[src/rtl/rv_core_pkg.sv]
// Shared RV32I core definitions: fetch FSM states, BranchSelect encodings,
// fetch error codes and the default reset PC.
package rv_core_pkg;

    typedef enum logic [1:0] {
        StIdle  = 2'd0,
        StFetch = 2'd1,
        StIssue = 2'd2,
        StError = 2'd3
    } fetch_state_t;

    localparam logic [1:0] BR_EQ = 2'd0;
    localparam logic [1:0] BR_NE = 2'd1;
    localparam logic [1:0] BR_LT = 2'd2;
    localparam logic [1:0] BR_GE = 2'd3;

    localparam logic [1:0] ERR_NONE     = 2'd0;
    localparam logic [1:0] ERR_TIMEOUT  = 2'd1;
    localparam logic [1:0] ERR_MISALIGN = 2'd2;

    localparam logic [31:0] DEFAULT_RESET_PC = 32'h0000_0000;

endpackage

[src/rtl/instr_fetch_unit_branch_resolve.sv]
// Combinational branch decision and next-PC selection for the issued word.
module branch_resolve
    import rv_core_pkg::*;
(
    input  logic [31:0] i_pc,
    input  logic        i_branch,
    input  logic [1:0]  i_sel,
    input  logic        i_zflag,
    input  logic        i_sflag,
    input  logic [31:0] i_target,
    output logic        o_taken,
    output logic [31:0] o_next_pc,
    output logic        o_misaligned
);

    logic w_cond;

    always_comb begin
        w_cond = 1'b0;
        case (i_sel)
            BR_EQ:   w_cond = i_zflag;
            BR_NE:   w_cond = ~i_zflag;
            BR_LT:   w_cond = ~i_zflag;  // slt result is nonzero
            BR_GE:   w_cond = ~i_sflag;
            default: w_cond = 1'b0;
        endcase
    end

    assign o_taken      = i_branch & w_cond;
    assign o_next_pc    = o_taken ? i_target : i_pc + 32'd4;
    // Raw alignment of the target; only meaningful when o_taken is set.
    assign o_misaligned = |i_target[1:0];

endmodule

[src/rtl/instr_fetch_unit.sv]
// Multi-cycle instruction fetch: owns the PC, fetches over req/ack, issues
// words over valid/ready and picks the next PC from the branch decision.
module instr_fetch_unit
    import rv_core_pkg::*;
#(
    parameter logic [31:0] RESET_PC = DEFAULT_RESET_PC,
    parameter int unsigned TIMEOUT  = 16
) (
    input  logic        clk,
    input  logic        rst,
    output logic        imem_req,
    output logic [31:0] imem_addr,
    input  logic        imem_ack,
    input  logic [31:0] imem_rdata,
    output logic        ir_valid,
    input  logic        ir_ready,
    output logic [31:0] ir_word,
    output logic [31:0] ir_pc,
    input  logic        br_branch,
    input  logic [1:0]  br_sel,
    input  logic        br_zflag,
    input  logic        br_sflag,
    input  logic [31:0] br_target,
    output logic [31:0] retired,
    output logic [1:0]  fetch_err
);

    fetch_state_t r_state;
    logic [31:0]  r_pc;
    logic [31:0]  r_ir_word;
    logic [31:0]  r_ir_pc;
    logic [31:0]  r_wdog;
    logic [31:0]  r_retired;
    logic [1:0]   r_fetch_err;
    logic         r_imem_req;
    logic         r_ir_valid;

    logic         w_taken;
    logic [31:0]  w_next_pc;
    logic         w_misaligned;

    branch_resolve u_branch_resolve (
        .i_pc         (r_pc),
        .i_branch     (br_branch),
        .i_sel        (br_sel),
        .i_zflag      (br_zflag),
        .i_sflag      (br_sflag),
        .i_target     (br_target),
        .o_taken      (w_taken),
        .o_next_pc    (w_next_pc),
        .o_misaligned (w_misaligned)
    );

    always_ff @(posedge clk) begin
        if (!rst) begin
            r_state     <= StIdle;
            r_pc        <= RESET_PC;
            r_ir_word   <= '0;
            r_ir_pc     <= '0;
            r_wdog      <= '0;
            r_retired   <= '0;
            r_fetch_err <= ERR_NONE;
            r_imem_req  <= 1'b0;
            r_ir_valid  <= 1'b0;
        end else begin
            case (r_state)
                StIdle: begin
                    r_state    <= StFetch;
                    r_wdog     <= '0;
                    r_imem_req <= 1'b1;
                end
                StFetch: begin
                    // Ack takes priority over a watchdog expiring in the same cycle.
                    if (imem_ack) begin
                        r_ir_word  <= imem_rdata;
                        r_ir_pc    <= r_pc;
                        r_state    <= StIssue;
                        r_imem_req <= 1'b0;
                        r_ir_valid <= 1'b1;
                    end else if (TIMEOUT != 0 && r_wdog == TIMEOUT - 1) begin
                        r_state     <= StError;
                        r_fetch_err <= ERR_TIMEOUT;
                        r_imem_req  <= 1'b0;
                    end else begin
                        r_wdog <= r_wdog + 32'd1;
                    end
                end
                StIssue: begin
                    if (ir_ready) begin
                        r_retired  <= r_retired + 32'd1;
                        r_ir_valid <= 1'b0;
                        if (w_taken && w_misaligned) begin
                            r_state     <= StError;
                            r_fetch_err <= ERR_MISALIGN;
                        end else begin
                            r_pc       <= w_next_pc;
                            r_wdog     <= '0;
                            r_state    <= StFetch;
                            r_imem_req <= 1'b1;
                        end
                    end
                end
                StError: begin
                    r_imem_req <= 1'b0;
                    r_ir_valid <= 1'b0;
                end
                default: r_state <= StIdle;
            endcase
        end
    end

    assign imem_req  = r_imem_req;
    assign imem_addr = r_pc;
    assign ir_valid  = r_ir_valid;
    assign ir_word   = r_ir_word;
    assign ir_pc     = r_ir_pc;
    assign retired   = r_retired;
    assign fetch_err = r_fetch_err;

endmodule

[config.mk]
export PLATFORM = sky130hd
export DESIGN_NAME = instr_fetch_unit
export DESIGN_NICKNAME = d
export VERILOG_FILES = /design/src/rtl/rv_core_pkg.sv /design/src/rtl/instr_fetch_unit_branch_resolve.sv /design/src/rtl/instr_fetch_unit.sv
export SDC_FILE = /design/constraint.sdc
export NUM_CORES = 1
export LEC_CHECK = 0
export ABC_AREA = 1
export CORE_MARGIN = 2
export CORE_UTILIZATION = 55
export CTS_BUF_LIST = sky130_fd_sc_hd__clkbuf_4
export DETAILED_ROUTE_END_ITERATION = 10
export PLACE_DENSITY = 0.83
export SLEW_MARGIN = 20
export SYNTH_ARGS = -nofsm -noshare
export SYNTH_HDL_FRONTEND = slang
export SYNTH_SLANG_ARGS = --single-unit
[constraint.sdc]
create_clock -name clk -period 3.1 [get_ports clk]
set_input_delay 0.775 -clock clk [delete_from_list [all_inputs] [get_ports clk]]
set_output_delay 0.775 -clock clk [all_outputs]
set_load 0.02 [all_outputs]
Yosys cells after proc, flatten, opt, wreduce, memory -nomap -nowiden
Index checks and enable logic that the tools add are counted.
{ "totals": {"register_bits": 166, "inputBits": 73, "output_inout_bits": 132, "word_cells": 72} }
{ "op_classes": {"add_sub_neg": 3, "n_eq_ne": 15, "muxes": 25, "bitwise_logic": 4, "n_reduce_logical": 16} }
{ "ops": {"columns": ["op", "n"], "rows": [
  ["32-bit 2-to-1 mux", 5],
  ["32-bit case mux with 3 select lines", 1],
  ["32-bit by 1-bit adder with 32-bit output, second input constant", 2],
  ["32-bit by 3-bit adder with 32-bit output, second input constant", 1],
  ["32-bit by 4-bit == test with 1-bit output, second input constant", 1],
  ["2-bit 2-to-1 mux", 8],
  ["2-bit inequality test, second input constant", 7],
  ["3-bit AND reduction", 4],
  ["5-bit AND reduction", 2],
  ["2-bit == test, second input constant", 4],
  ["1-bit 2-to-1 mux", 6],
  ["1-bit case mux with 3 select lines", 2],
  ["2-bit case mux with 3 select lines", 1],
  ["3-bit nonzero test", 2],
  ["2-bit by 1-bit == test with 1-bit output, second input constant", 2],
  ["2-bit zero test", 2],
  ["1-bit case mux with 4 select lines", 1],
  ["2-bit case mux with 2 select lines", 1],
  ["2-bit AND reduction", 2],
  ["2-bit OR reduction", 2],
  ["3-bit inequality test, second input constant", 1],
  ["1-bit NOT", 3],
  ["2-bit nonzero test", 1],
  ["1-bit bitwise AND", 1],
  ["1-bit logical AND", 1]
]} }

Longest topological paths before layout
{ "depth": {"ltp_word": 8, "depth_mapped": 14, "mapped_depth_nobuf": 14} }

By module
A second synthesis with hierarchy kept.
{ "hier_totals": {"cells_unflattened": 1384, "area_unflattened_um2": 8819.7} }
{ "modules_own_cells": {"columns": ["mod", "instances", "cells_each", "area_per_inst_um2", "seq_area_each_um2"], "rows": [
  ["instr_fetch_unit", 1, 1102, 7465.9, 3323.2],
  ["branch_resolve", 1, 282, 1353.8, 0.0]
]} }

Worst setup path before layout
OpenSTA, ideal clock, no wires.
{ "synth_timing": {"kind": "input -> register", "start": "input br_sel[0]", "end": "register r_pc[12], in the netlist imem_addr[12]", "setup_ns": 0.119, "arrival_time_ns": 2.121, "required_ns": 2.981, "path_slack_ns": 0.860, "path_stages": 10, "path_buffers": 2, "cell_sequence": "inv_1 ha_1 nand2_1 nand3b_1 nand2_1 buf_2 clkbuf_1 nand4_1 o31ai_1 nor2_1"} }
{ "synth_between": {"elab_chain_len": 7, "elab_cells_between_ends": 11, "cone_classes": "eq/ne: 3; mux: 2; bitwise: 2; reduce/logical: 4"} }
{ "synth_rtl": {"columns": ["item", "line", "text"], "rows": [
  ["start, declared", "instr_fetch_unit.sv:20", "input logic [1:0] br_sel,"],
  ["2-bit by 1-bit == test with 1-bit output or 2-bit == test (tied branches)", "instr_fetch_unit_branch_resolve.sv:20", "case (i_sel)"],
  ["2-bit OR reduction (no source line)", null, null],
  ["1-bit case mux with 3 select lines (*)", "instr_fetch_unit_branch_resolve.sv:20", null],
  ["1-bit bitwise AND (*)", "instr_fetch_unit_branch_resolve.sv:29", "assign o_taken = i_branch & w_cond;"],
  ["1-bit logical AND", "instr_fetch_unit.sv:92", "if (w_taken && w_misaligned) begin"],
  ["1-bit NOT (no source line)", null, null],
  ["3-bit AND reduction (no source line)", null, null],
  ["end signal, assigned", "instr_fetch_unit.sv:96", "r_pc <= w_next_pc;"],
  ["end, declared", "instr_fetch_unit.sv:29", "logic [31:0] r_pc;"]
]} }
Every way passes the cells marked *; elsewhere a longest branch is shown, timed or not.
A chain may end at the register's enable or synchronous reset.

Final worst setup path
{ "layout_timing": {"start": "register r_pc[21], in the netlist imem_addr[21]", "end": "output imem_addr[21]"} }
{ "layout_rtl": {"columns": ["item", "line", "text"], "rows": [
  ["end, declared", "instr_fetch_unit.sv:12", "output logic [31:0] imem_addr,"]
]} }
No word-level cell between the ends.

==> metrics <==
Distinct cells, synth 37; FILL cells 1426; Initial Util 0.562; CP required 2320 ps; Post-CTS Setup Inserts 0; routed vias 10031; clk_lat worst skew 590 ps; Mapped Cells 1436; post-CTS sizing 0; total core area 15900 um^2; die span in y 131 um; most common cell after layout, fill and taps aside nand2_1; WL final 27.5 mm; FP Rows 46; WL per Instance 14.9 um; overflow left after global routing 0; Iter 0 DRT Violations 834; crit path from imem_addr[21]; Placed Cells 1818; most frequent cells in the layout 351 x nand2_1, 301 x nor2_1, 203 x clkdlybuf4s50_1; Area Growth Syn to Fin 28.6%; Inserted Clock Buffers 17; Clock Skew 23.8 ps; Critical Path Sink Type primary output; Final nets 1702; critical path class reg -> out; ratio of cells with drive above 1 in the final layout 0.0453; crit start category register; RR Startpoint r_state[1]; Critical Path Sink imem_addr[21]; post-layout instance area 11500 um^2; largest net degree at the start of global routing 69; largest area contributor in the netlist dfxtp_1; clk root buf clkbuf_4; r2r worst-path depth 8; Yosys reg bits 166; DIE AREA 17300 um^2; Slew Limit Headroom 0.583; capture point of the worst reg-to-reg path r_wdog[4]; DR vias/cell 5.42; setup TNS 0 ps; RePlAce Congestion 0.957; Layout Cells excl Fill 1852; Final setup viols 0; Syn Area/Cell 6.22 um^2; largest stage delay on the critical path 710 ps; DP Area 11200 um^2; GRT Util Overall 0.312; Final Hold Viols 0; worst slew pin tran 620 ps; CP cell instances clkdlybuf4s50_1; drt first pass iters 5; Final period util 0.825; vias in the first global route 9045; Die W 131 um; Slowest cell on crit path clkdlybuf4s50_1; Clock Path Buffers 2; max-slew violations 0; CP Depth 1; VDD IR max 0.000312 V; cts hold-fix bufs 0; share of flip-flops with an asynchronous set or reset 0; Post-Syn Area 8930 um^2; Synth area leaders dfxtp_1 37%, nand2_1 15%, nor2_1 13%; Max-Cap Viols 0; Lkg Pwr 4.16 nW; first-pass GRT wire length 44.6 mm; initial antenna violation count 2; worst-path fanout max 6; Synth Warn # 0; PwrDens 536 nW/um^2; Worst EP arrival 1780 ps; WP buf/inv 1; min cycle time layout 2560 ps; Worst Min Path Start imem_addr[1]; share of the synthesized area in the top cell type 0.372; Crit path max-delay family buffers and inverters; htree depth 4; RSZ-0062 raised after global routing false; flop-to-flop setup slack 700 ps; Clock transition at path regs 140 ps; port bufs 204; CTS tree done; Seq/Total Area, Yosys 0.372; Final HPWL DP 20.3 mm; Syn Nets 1517; Final ANT Viol Nets 0; Hold/Removal Path Class reg -> reg; drt drc 0; outcome finished, final reports clean; I/O pins 205; most common flop cell mapped by yosys dfxtp_1; EDFF count, synth 0; clock sinks 166; highest achievable clock rate 0.391 GHz
[cell families after synthesis]
family	share of synthesized area
AO/OA/AOI/OAI	0.130
XOR/XNOR	0.0137
adder cells (fa/ha/maj)	0.0112
buffers and inverters	0.0809
flip-flops	0.372
AND/OR/NAND/NOR	0.392
[flip-flops by register name, summed over array words and instances (netlist names)]
register / count
imem_addr: 32
ir_valid: 1
r_wdog: 32
imem_req: 1
retired: 32
fetch_err: 2
r_state: 2
ir_pc: 32
ir_word: 32
[per-layer routing]
layer	part of all wire	track usage	vias up
li1	-	-	5010
met1	0.43	0.408	4538
met2	0.46	0.505	426
met3	0.083	0.0714	57
met4	0.030	0.118	0
met5	0	0	-
[per-stage QoR]
step | hold WS, ps | setup WS, ps | total power (W) | utilization
2_1_floorplan | 471 | 860 | 0.00392 | -
3_3_place_gp | 452 | 229 | 0.00481 | 0.704
3_5_place_dp | 467 | 167 | 0.00486 | 0.704
4_1_cts | 488 | 538 | 0.00616 | 0.722
5_1_grt | 503 | 449 | 0.00649 | 0.722
6_report | 484 | 542 | 0.00615 | 0.722
[Yosys cell counts, types with 12 or more instances]
master / instances
nand2_1: 351
nor2_1: 301
dfxtp_1: 166
inv_1: 120
o21ai_0: 108
nand3_1: 104
a21oi_1: 96
nor3_1: 34
clkbuf_1: 33
nand4_1: 23
buf_2: 15
xor2_1: 12
[report_power, final]
part / switching (W) / leakage [nW] / internal (W)
combinational: 0.00134 / 2.66 / 0.000895
clock: 0.000812 / 0.154 / 0.000497
sequential: 0.000194 / 1.35 / 0.00241
total: 0.00234 / 4.16 / 0.00380
[final cells by class]
type / instances / area [um^2] / share of cell area
tap: 216 / 270 / 0.0236
sequential: 166 / 3320 / 0.290
clock buffer: 18 / 135 / 0.0118
multi-input combinational: 1088 / 4880 / 0.425
timing repair buffer: 222 / 2230 / 0.195
antenna: 2 / 5.00 / 0.000436
clock inverter: 14 / 153 / 0.0133
inverter: 126 / 473 / 0.0412
[how the worst min path moves through the flow]
stage / endpoint / cells past startpoint
2_1_floorplan: r_wdog[31] / 2
3_3_place_gp: imem_addr[1] / 2
3_5_place_dp: imem_addr[1] / 2
4_1_cts: imem_addr[1] / 2
5_1_grt: imem_addr[0] / 2
6_report: imem_addr[1] / 2
Note: power is estimated with default switching activity, not from simulation.
